<file path="src/rtl/gf2m_mul_arbiter.sv">
// gf2m_mul_arbiter: round-robin sharing of one GF(2^m) multiplier
// among NREQ requesters, with a start/done handshake and a watchdog.
//
// Ports:
//   clk, rst_b          clock, asynchronous active-low reset
//   req[NREQ]           per-requester request (held until its gnt)
//   req_op_a/b          packed operands, requester i at [i*M +: M]
//   gnt[NREQ]           one-hot pulse: operands of that requester taken
//   rsp_valid[NREQ]     one-hot pulse: product for that requester
//   rsp_data[M]         product (0 on timeout), held until next capture
//   rsp_err             timeout flag, qualified by rsp_valid
//   busy                high whenever the FSM is not idle
//   mul_start           one-cycle start pulse to the multiplier
//   mul_op_a/b[M]       registered operands to the multiplier
//   mul_done, mul_op_c  multiplier completion pulse and result
module gf2m_mul_arbiter #(
    parameter int M       = 83,
    parameter int NREQ    = 4,
    parameter int TIMEOUT = 64
) (
    input  logic              clk,
    input  logic              rst_b,
    input  logic [NREQ-1:0]   req,
    input  logic [NREQ*M-1:0] req_op_a,
    input  logic [NREQ*M-1:0] req_op_b,
    output logic [NREQ-1:0]   gnt,
    output logic [NREQ-1:0]   rsp_valid,
    output logic [M-1:0]      rsp_data,
    output logic              rsp_err,
    output logic              busy,
    output logic              mul_start,
    output logic [M-1:0]      mul_op_a,
    output logic [M-1:0]      mul_op_b,
    input  logic              mul_done,
    input  logic [M-1:0]      mul_op_c
);

    localparam int IW = (NREQ > 1) ? $clog2(NREQ) : 1;
    // wdog only has to count up to TIMEOUT-1
    localparam int WW = (TIMEOUT > 2) ? $clog2(TIMEOUT) : 1;

    typedef enum logic [1:0] {
        S_IDLE,
        S_ISSUE,
        S_WAIT,
        S_RESP
    } state_t;

    state_t          state;
    logic [IW-1:0]   owner;
    logic [IW-1:0]   rr_last;
    logic [WW-1:0]   wdog;

    logic [IW-1:0]   win;
    logic            win_ok;

    // Scan starts just after the last winner so a held request is
    // reached within NREQ grants.
    always_comb begin
        int idx;
        win    = '0;
        win_ok = 1'b0;
        idx    = 0;
        for (int k = 1; k <= NREQ; k++) begin
            idx = (int'(rr_last) + k) % NREQ;
            if (!win_ok && req[IW'(idx)]) begin
                win    = IW'(idx);
                win_ok = 1'b1;
            end
        end
    end

    always_ff @(posedge clk or negedge rst_b) begin
        if (!rst_b) begin
            state     <= S_IDLE;
            owner     <= '0;
            rr_last   <= IW'(NREQ - 1);
            wdog      <= '0;
            gnt       <= '0;
            rsp_valid <= '0;
            rsp_data  <= '0;
            rsp_err   <= 1'b0;
            busy      <= 1'b0;
            mul_start <= 1'b0;
            mul_op_a  <= '0;
            mul_op_b  <= '0;
        end else begin
            unique case (state)
                S_IDLE: begin
                    if (win_ok) begin
                        mul_op_a  <= req_op_a[int'(win)*M +: M];
                        mul_op_b  <= req_op_b[int'(win)*M +: M];
                        owner     <= win;
                        rr_last   <= win;
                        gnt       <= NREQ'(1) << win;
                        mul_start <= 1'b1;
                        busy      <= 1'b1;
                        state     <= S_ISSUE;
                    end
                end
                S_ISSUE: begin
                    gnt       <= '0;
                    mul_start <= 1'b0;
                    wdog      <= '0;
                    state     <= S_WAIT;
                end
                S_WAIT: begin
                    wdog <= wdog + 1'b1;
                    // a done in the last watchdog cycle still wins
                    if (mul_done) begin
                        rsp_data  <= mul_op_c;
                        rsp_valid <= NREQ'(1) << owner;
                        rsp_err   <= 1'b0;
                        state     <= S_RESP;
                    end else if (wdog == WW'(TIMEOUT - 1)) begin
                        rsp_data  <= '0;
                        rsp_valid <= NREQ'(1) << owner;
                        rsp_err   <= 1'b1;
                        state     <= S_RESP;
                    end
                end
                S_RESP: begin
                    rsp_valid <= '0;
                    rsp_err   <= 1'b0;
                    busy      <= 1'b0;
                    state     <= S_IDLE;
                end
                default: begin
                    state <= S_IDLE;
                end
            endcase
        end
    end

endmodule

</file>
<file path="config.mk">
export PLATFORM = sky130hd
export DESIGN_NAME = gf2m_mul_arbiter
export DESIGN_NICKNAME = d
export VERILOG_FILES = /design/src/rtl/gf2m_mul_arbiter.sv
export SDC_FILE = /design/constraint.sdc
export NUM_CORES = 1
export LEC_CHECK = 0
export ABC_AREA = 1
export ABC_CLOCK_PERIOD_IN_PS = 2900
export CORE_AREA = 2 2 389 391
export CTS_CLUSTER_SIZE = 40
export DETAILED_ROUTE_END_ITERATION = 6
export DIE_AREA = 0 0 391 393
export PLACE_DENSITY = 0.32
export SKIP_CTS_REPAIR_TIMING = 1
export SLEW_MARGIN = 20
export SYNTH_ARGS = -nofsm -noshare
export SYNTH_HDL_FRONTEND = slang
export SYNTH_SLANG_ARGS = --single-unit
</file>
<file path="constraint.sdc">
create_clock -name clk -period 2.9 [get_ports clk]
set_input_delay 0.29 -clock clk [delete_from_list [all_inputs] [get_ports clk]]
set_output_delay 0.29 -clock clk [all_outputs]
set_load 0.01 [all_outputs]
</file>
* Word level (Yosys, flattened, before mapping)
Index checks and enable logic that the tools add are counted.
** Storage, ports and cells
- Register bits :: 272
- Output and inout port bits :: 260
** Cells by class
- Eq/ne operators :: 6
- Multiply operators :: 1
- Magnitude comparators :: 4
- Muxes and demuxes :: 38
- Shifts and indexed selects :: 4
- Reduce and logical (&&, ||, !) cells :: 18
- Add/subtract/negate cells :: 5
** Operator list (count)
- $shiftx 332x10->83 :: 1
- $shiftx 332x32->83 :: 1
- $mux 83 :: 2
- $lt 2x4->1 const B :: 4
- $pmux 4 s2 :: 2
- $mux 1 :: 15
- $mux 2 :: 7
- $mux 4 :: 3
- $pmux 6 s2 :: 1
- $reduce_and 2->1 :: 6
- $reduce_bool 2->1 :: 5
- $mul 2x7->9 const B :: 1
- $bmux 1 s2 :: 4
- $pmux 2 s4 :: 1
- $shl 1x2->4 const A :: 2
- $add 6x1->6 const B :: 1
- $eq 6x6->1 const B :: 1
- $pmux 1 s2 :: 3
- $add 2x1->2 const B :: 2
- $add 2x2->2 const B :: 2
- $eq 2x2->1 const B :: 2
- $logic_and 1x1->1 :: 3
- $logic_not 1->1 :: 3
- $ne 3x3->1 const B :: 1
- other kinds (3) :: 3

* Depth between registers and ports, before layout
- Depth in word-level cells :: 17
- Mapped depth :: 19
- Mapped depth without buffers :: 16

* Worst setup path after synthesis
Ideal clock, no wire load.
- Path kind :: register to register
- Start :: reg rr_last[0]
- End :: reg mul_op_b[34]
- Required time :: 2.783 ns
- Stages on the path, launching flop included :: 17
- Data arrival time :: 2.050 ns
- Buffers on the path :: 3
- Setup slack :: 0.733 ns
- Cell sequence :: dfstp_2 > buf_4 > inv_4 > nand2_1 > nand2_1 > nand2_1 > nand2_1 > nor2_4 > nand3_2 > nand2_2 > buf_2 > clkbuf_1 > nand3_1 > nand3_1 > nand2_1 > nand2_1 > nand2_1
** On the way
- Word-level cells in the longest chain between the ends :: 16
- Elaborated cells between the ends (all ways) :: 33
- Classes of those cells :: 4 x add/sub; 1 x mul; 1 x shift; 20 x mux; 7 x reduce/logical
** Ends and longest elaborated chain
- start: declaration :: RTL line 51 : logic [IW-1:0] rr_last;
- start signal: assignment :: RTL line 77 : rr_last <= IW'(NREQ - 1);
- start signal: assignment :: RTL line 94 : rr_last <= win;
- $add 2x1->2 :: RTL line 65 : idx = (int'(rr_last) + k) % NREQ;
- $bmux 1 s2 :: RTL line 66 : if (!win_ok && req[IW'(idx)]) begin
- $mux 1 (not written as such) (2 in a row) :: RTL line 66
- $mux 1 :: RTL line 66
- $logic_not 1->1 :: RTL line 66
- $logic_and 1x1->1 :: RTL line 66
- $mux 1 :: RTL line 66
- $logic_not 1->1 :: RTL line 66
- $logic_and 1x1->1 :: RTL line 66
- $mux 1 :: RTL line 66
- $logic_not 1->1 :: RTL line 66
- $logic_and 1x1->1 :: RTL line 66
- $mux 2 :: RTL line 66
- $mul 2x7->9 :: RTL line 92 : mul_op_b <= req_op_b[int'(win)*M +: M];
- $shiftx 332x10->83 :: RTL line 92
- end signal: assignment :: RTL line 92
- end: declaration :: RTL line 33 : output logic [M-1:0] mul_op_b,
Several ways; a longest one is shown, not always the timed one. The select of a mux whose other input is x is not followed.
A chain may end at the register's enable or synchronous reset.

* Worst setup path after layout
- Start :: reg rr_last[1]
- End :: reg mul_op_a[16]
** On the way
- Word-level cells in the longest chain between the ends :: 16
- Elaborated cells between the ends (all ways) :: 33
- Classes of those cells :: 4 x add/sub; 1 x mul; 1 x shift; 20 x mux; 7 x reduce/logical
** Ends and longest elaborated chain
- $add 2x1->2 :: RTL line 65
- $bmux 1 s2 :: RTL line 66
- $mux 1 (not written as such) (2 in a row) :: RTL line 66
- $mux 1 :: RTL line 66
- $logic_not 1->1 :: RTL line 66
- $logic_and 1x1->1 :: RTL line 66
- $mux 1 :: RTL line 66
- $logic_not 1->1 :: RTL line 66
- $logic_and 1x1->1 :: RTL line 66
- $mux 1 :: RTL line 66
- $logic_not 1->1 :: RTL line 66
- $logic_and 1x1->1 :: RTL line 66
- $mux 2 :: RTL line 66
- $mul 2x7->9 :: RTL line 91 : mul_op_a <= req_op_a[int'(win)*M +: M];
- $shiftx 332x32->83 :: RTL line 91
- end signal: assignment :: RTL line 91
- end: declaration :: RTL line 32 : output logic [M-1:0] mul_op_a,
Several ways; a longest one is shown, not always the timed one. The select of a mux whose other input is x is not followed.

==> flow_summary.json <==
{
  "status": "finished clean",
  "clkTransAtPathRegs_ns": 0.06,
  "utilization_pct": 21.9,
  "wire_per_inst_um": 21.6,
  "cp_slowest_stage_delay_ns": 0.60,
  "grt.met1_usage_pct": 18.2,
  "clock_path_buffers": 3,
  "antenna_found_initial": 57,
  "r2r-start": "rr_last[1]",
  "grtUsageTotal_pct": 16.2,
  "syn_inst": 3035,
  "timing.critical_path.mode_cell": "nand2_1",
  "overflow": 0,
  "finalSetupTns_ns": 0,
  "root_buffer": "clkbuf_16",
  "hold_viol_final": 0,
  "wirelength_mm": 129,
  "grt_max_degree": 84,
  "vias": 22700,
  "ys_seq_elements": 272,
  "finalSetupViolCount": 0,
  "grt_pass1_wl_mm": 179,
  "rows": 142,
  "r2r_end": "mul_op_a[16]",
  "hp-class": "primary input to flop",
  "ant_nets": 0,
  "syn_avg_cell_area_um2": 6.01,
  "final_nets": 4720,
  "cp-end-kind": "flop",
  "grtUsageMet2_pct": 29.0,
  "critPathMaxFanout": 34,
  "layout-drive-gt1-share_pct": 4.26,
  "htreeDepth": 2,
  "yosys_warnings": 0,
  "io_buffers": 1013,
  "ios": 1014,
  "die_h_um": 393,
  "hp-start": "mul_done",
  "cp.required_ns": 3.44,
  "die_area_um2": 154000,
  "grt-busiest-layer": "met2",
  "use_met3_pct": 5.29,
  "cts_buffers": 42,
  "first_iter_violations": 1241,
  "crit_chain": "inv_2 -> nand2_1 -> nand2_1 -> nand2_1 -> nand2_2 -> nor2_4 -> nand3_2 -> nand2_8 -> buf_12 -> buf_4 -> nand3_1 -> nand2_1 -> nand2_1 -> nand2_1 -> nand2_1 -> nand2_1",
  "slew_headroom_pct": 28.3,
  "synthToLayoutAreaGrowth_pct": 78.8,
  "syn-cell-area_um2": 18300,
  "cts_tree": "done",
  "worstPathArrival_ns": 3.16,
  "drc": 0,
  "power_density_nw_per_um2": 1310,
  "r2r_cells": 16,
  "slew_viol_final": 0,
  "tightest_slew_ns": 1.08,
  "cts_num_sinks": 272,
  "finalCritPeriodShare_pct": 90.3,
  "yosys.cell_types.count": 28,
  "fmax_mhz": 382,
  "drv_cap": 0,
  "syn-num-nets": 3795,
  "grt_pass1_vias": 23300,
  "core-area_um2": 149000,
  "gp_congestion": 0.846,
  "first_pass_iters": 6,
  "seq_area_frac_synth_pct": 37.3,
  "total_leakage_power_uw": 0.0164,
  "critPathKind": "flop to flop",
  "hpwl_mm": 101,
  "skew_ns": 0.0321,
  "start_util_pct": 12.2,
  "irDropWorstVdd_uv": 873,
  "clkLatencyLatePin_ns": 0.63,
  "timing.reg2reg.setup_slack_ns": 0.28,
  "vias_per_cell": 3.81,
  "die_w_um": 391,
  "worst_path_max_delay_cell": "dfstp_2",
  "rsz0062_at_grt": "no",
  "layout_min_cycle_time_ns": 2.62,
  "startpoint_type": "flop",
  "crit_end": "mul_op_a[16]",
  "worstSetupStartpoint": "rr_last[1]"
}
==> final cells by class <==
class                      count  area (um^2)
fill                       17000       117000
timing repair buffer        1092        11300
multi-input combinational   2190         9170
sequential                   272         6810
tap                         1944         2430
inverter                     362         1380
clock buffer                  59         1220
clock inverter                18          293
antenna                       29         72.6
==> routing by layer <==
| metal | wire length (um) | vias up |
|---|---|---|
| met3 | 10700 | 168 |
| met2 | 65300 | 740 |
| met4 | 3290 | 42 |
| li1 | - | 11100 |
| met5 | 295 | - |
| met1 | 49600 | 10600 |
==> flip-flops by register name (all words and copies together), names as in the netlist <==
name	flops
rsp_data	83
mul_op_b	83
state	2
rsp_err	1
owner	2
mul_op_a	83
mul_start	1
rr_last	2
busy	1
wdog	6
rsp_valid	4
gnt	4
==> where the power goes <==
group	internal, uW	switching [uW]	leakage, uW
sequential	5700	1180	0.00340
combinational	11300	18800	0.0123
clock	3430	2320	0.000739
==> metrics by stage <==
step,cells,hold slack [ns],setup WS [ns],total power [uW],cell area (um^2)
6_report,5966,0.0292,0.280,42800,32600
5_1_grt,5947,0.0525,0.0465,47100,32600
4_1_cts,5936,-0.424,0.188,44100,32600
3_5_place_dp,5859,0.269,0.107,38000,31000
3_3_place_gp,5859,0.266,0.119,38100,31000
2_1_floorplan,3035,-0.00559,0.733,23400,18300
==> critical path: cells and delay by family (launching register included) <==
family | cells | cell delay, ns
buffers and inverters | 3 | 0.66
flip-flops | 1 | 0.60
AND/OR/NAND/NOR | 13 | 1.24
==> synthesized netlist by cell type, drive strengths merged <==
master  count  area, um^2
a21oi       5        25.0
and3        1        6.26
buf        95         541
clkbuf    116         435
dfrtp     270        6760
dfstp       2        52.6
ha          6        75.1
inv       362        1360
nand2    1543        5800
nand3     592        2970
nand4       6        37.5
nor2       10        47.6
nor3        2        10.0
nor3b       2        15.0
o21a        2        15.0
o21ai      18        90.1
o21bai      1        7.51
o22ai       2        12.5
==> logic make-up (layout without fill, tap and decap cells) <==
kind of cell | count (synthesis) | count (layout) | synth area share [%]
simple gates | 2156 | 2156 | 48.7
buf+inv | 573 | 1531 | 12.8
flops | 272 | 272 | 37.3
compound gates | 28 | 28 | 0.822
fa+ha+maj | 6 | 6 | 0.411
other cells | 0 | 29 | 0
==> worst min-delay path by stage <==
stage | to | cells past startpoint
finish | rsp_err | 4
global route | rsp_err | 4
CTS | mul_op_a[78] | 1
detailed placement | mul_op_a[16] | 1
global placement | mul_op_a[16] | 1
floorplan | busy | 0
==> cells in the final DEF (no fill, tap or decap), types with 3 or more instances in the layout <==
| cell type | count |
|---|---|
| clkbuf_1 | 6 |
| inv_1 | 356 |
| buf_12 | 42 |
| clkbuf_16 | 42 |
| o21ai_0 | 17 |
| buf_4 | 36 |
| ha_1 | 5 |
| clkdlybuf4s50_1 | 1011 |
| dfrtp_1 | 270 |
| nor2_1 | 7 |
| nand2_1 | 1537 |
| bufinv_16 | 5 |
| inv_2 | 3 |
| nand3_1 | 591 |
| nand4_1 | 6 |
| diode_2 | 29 |
| a21oi_1 | 5 |
| clkinv_2 | 6 |
| clkbuf_8 | 11 |
(Power assumes the default switching activity.)
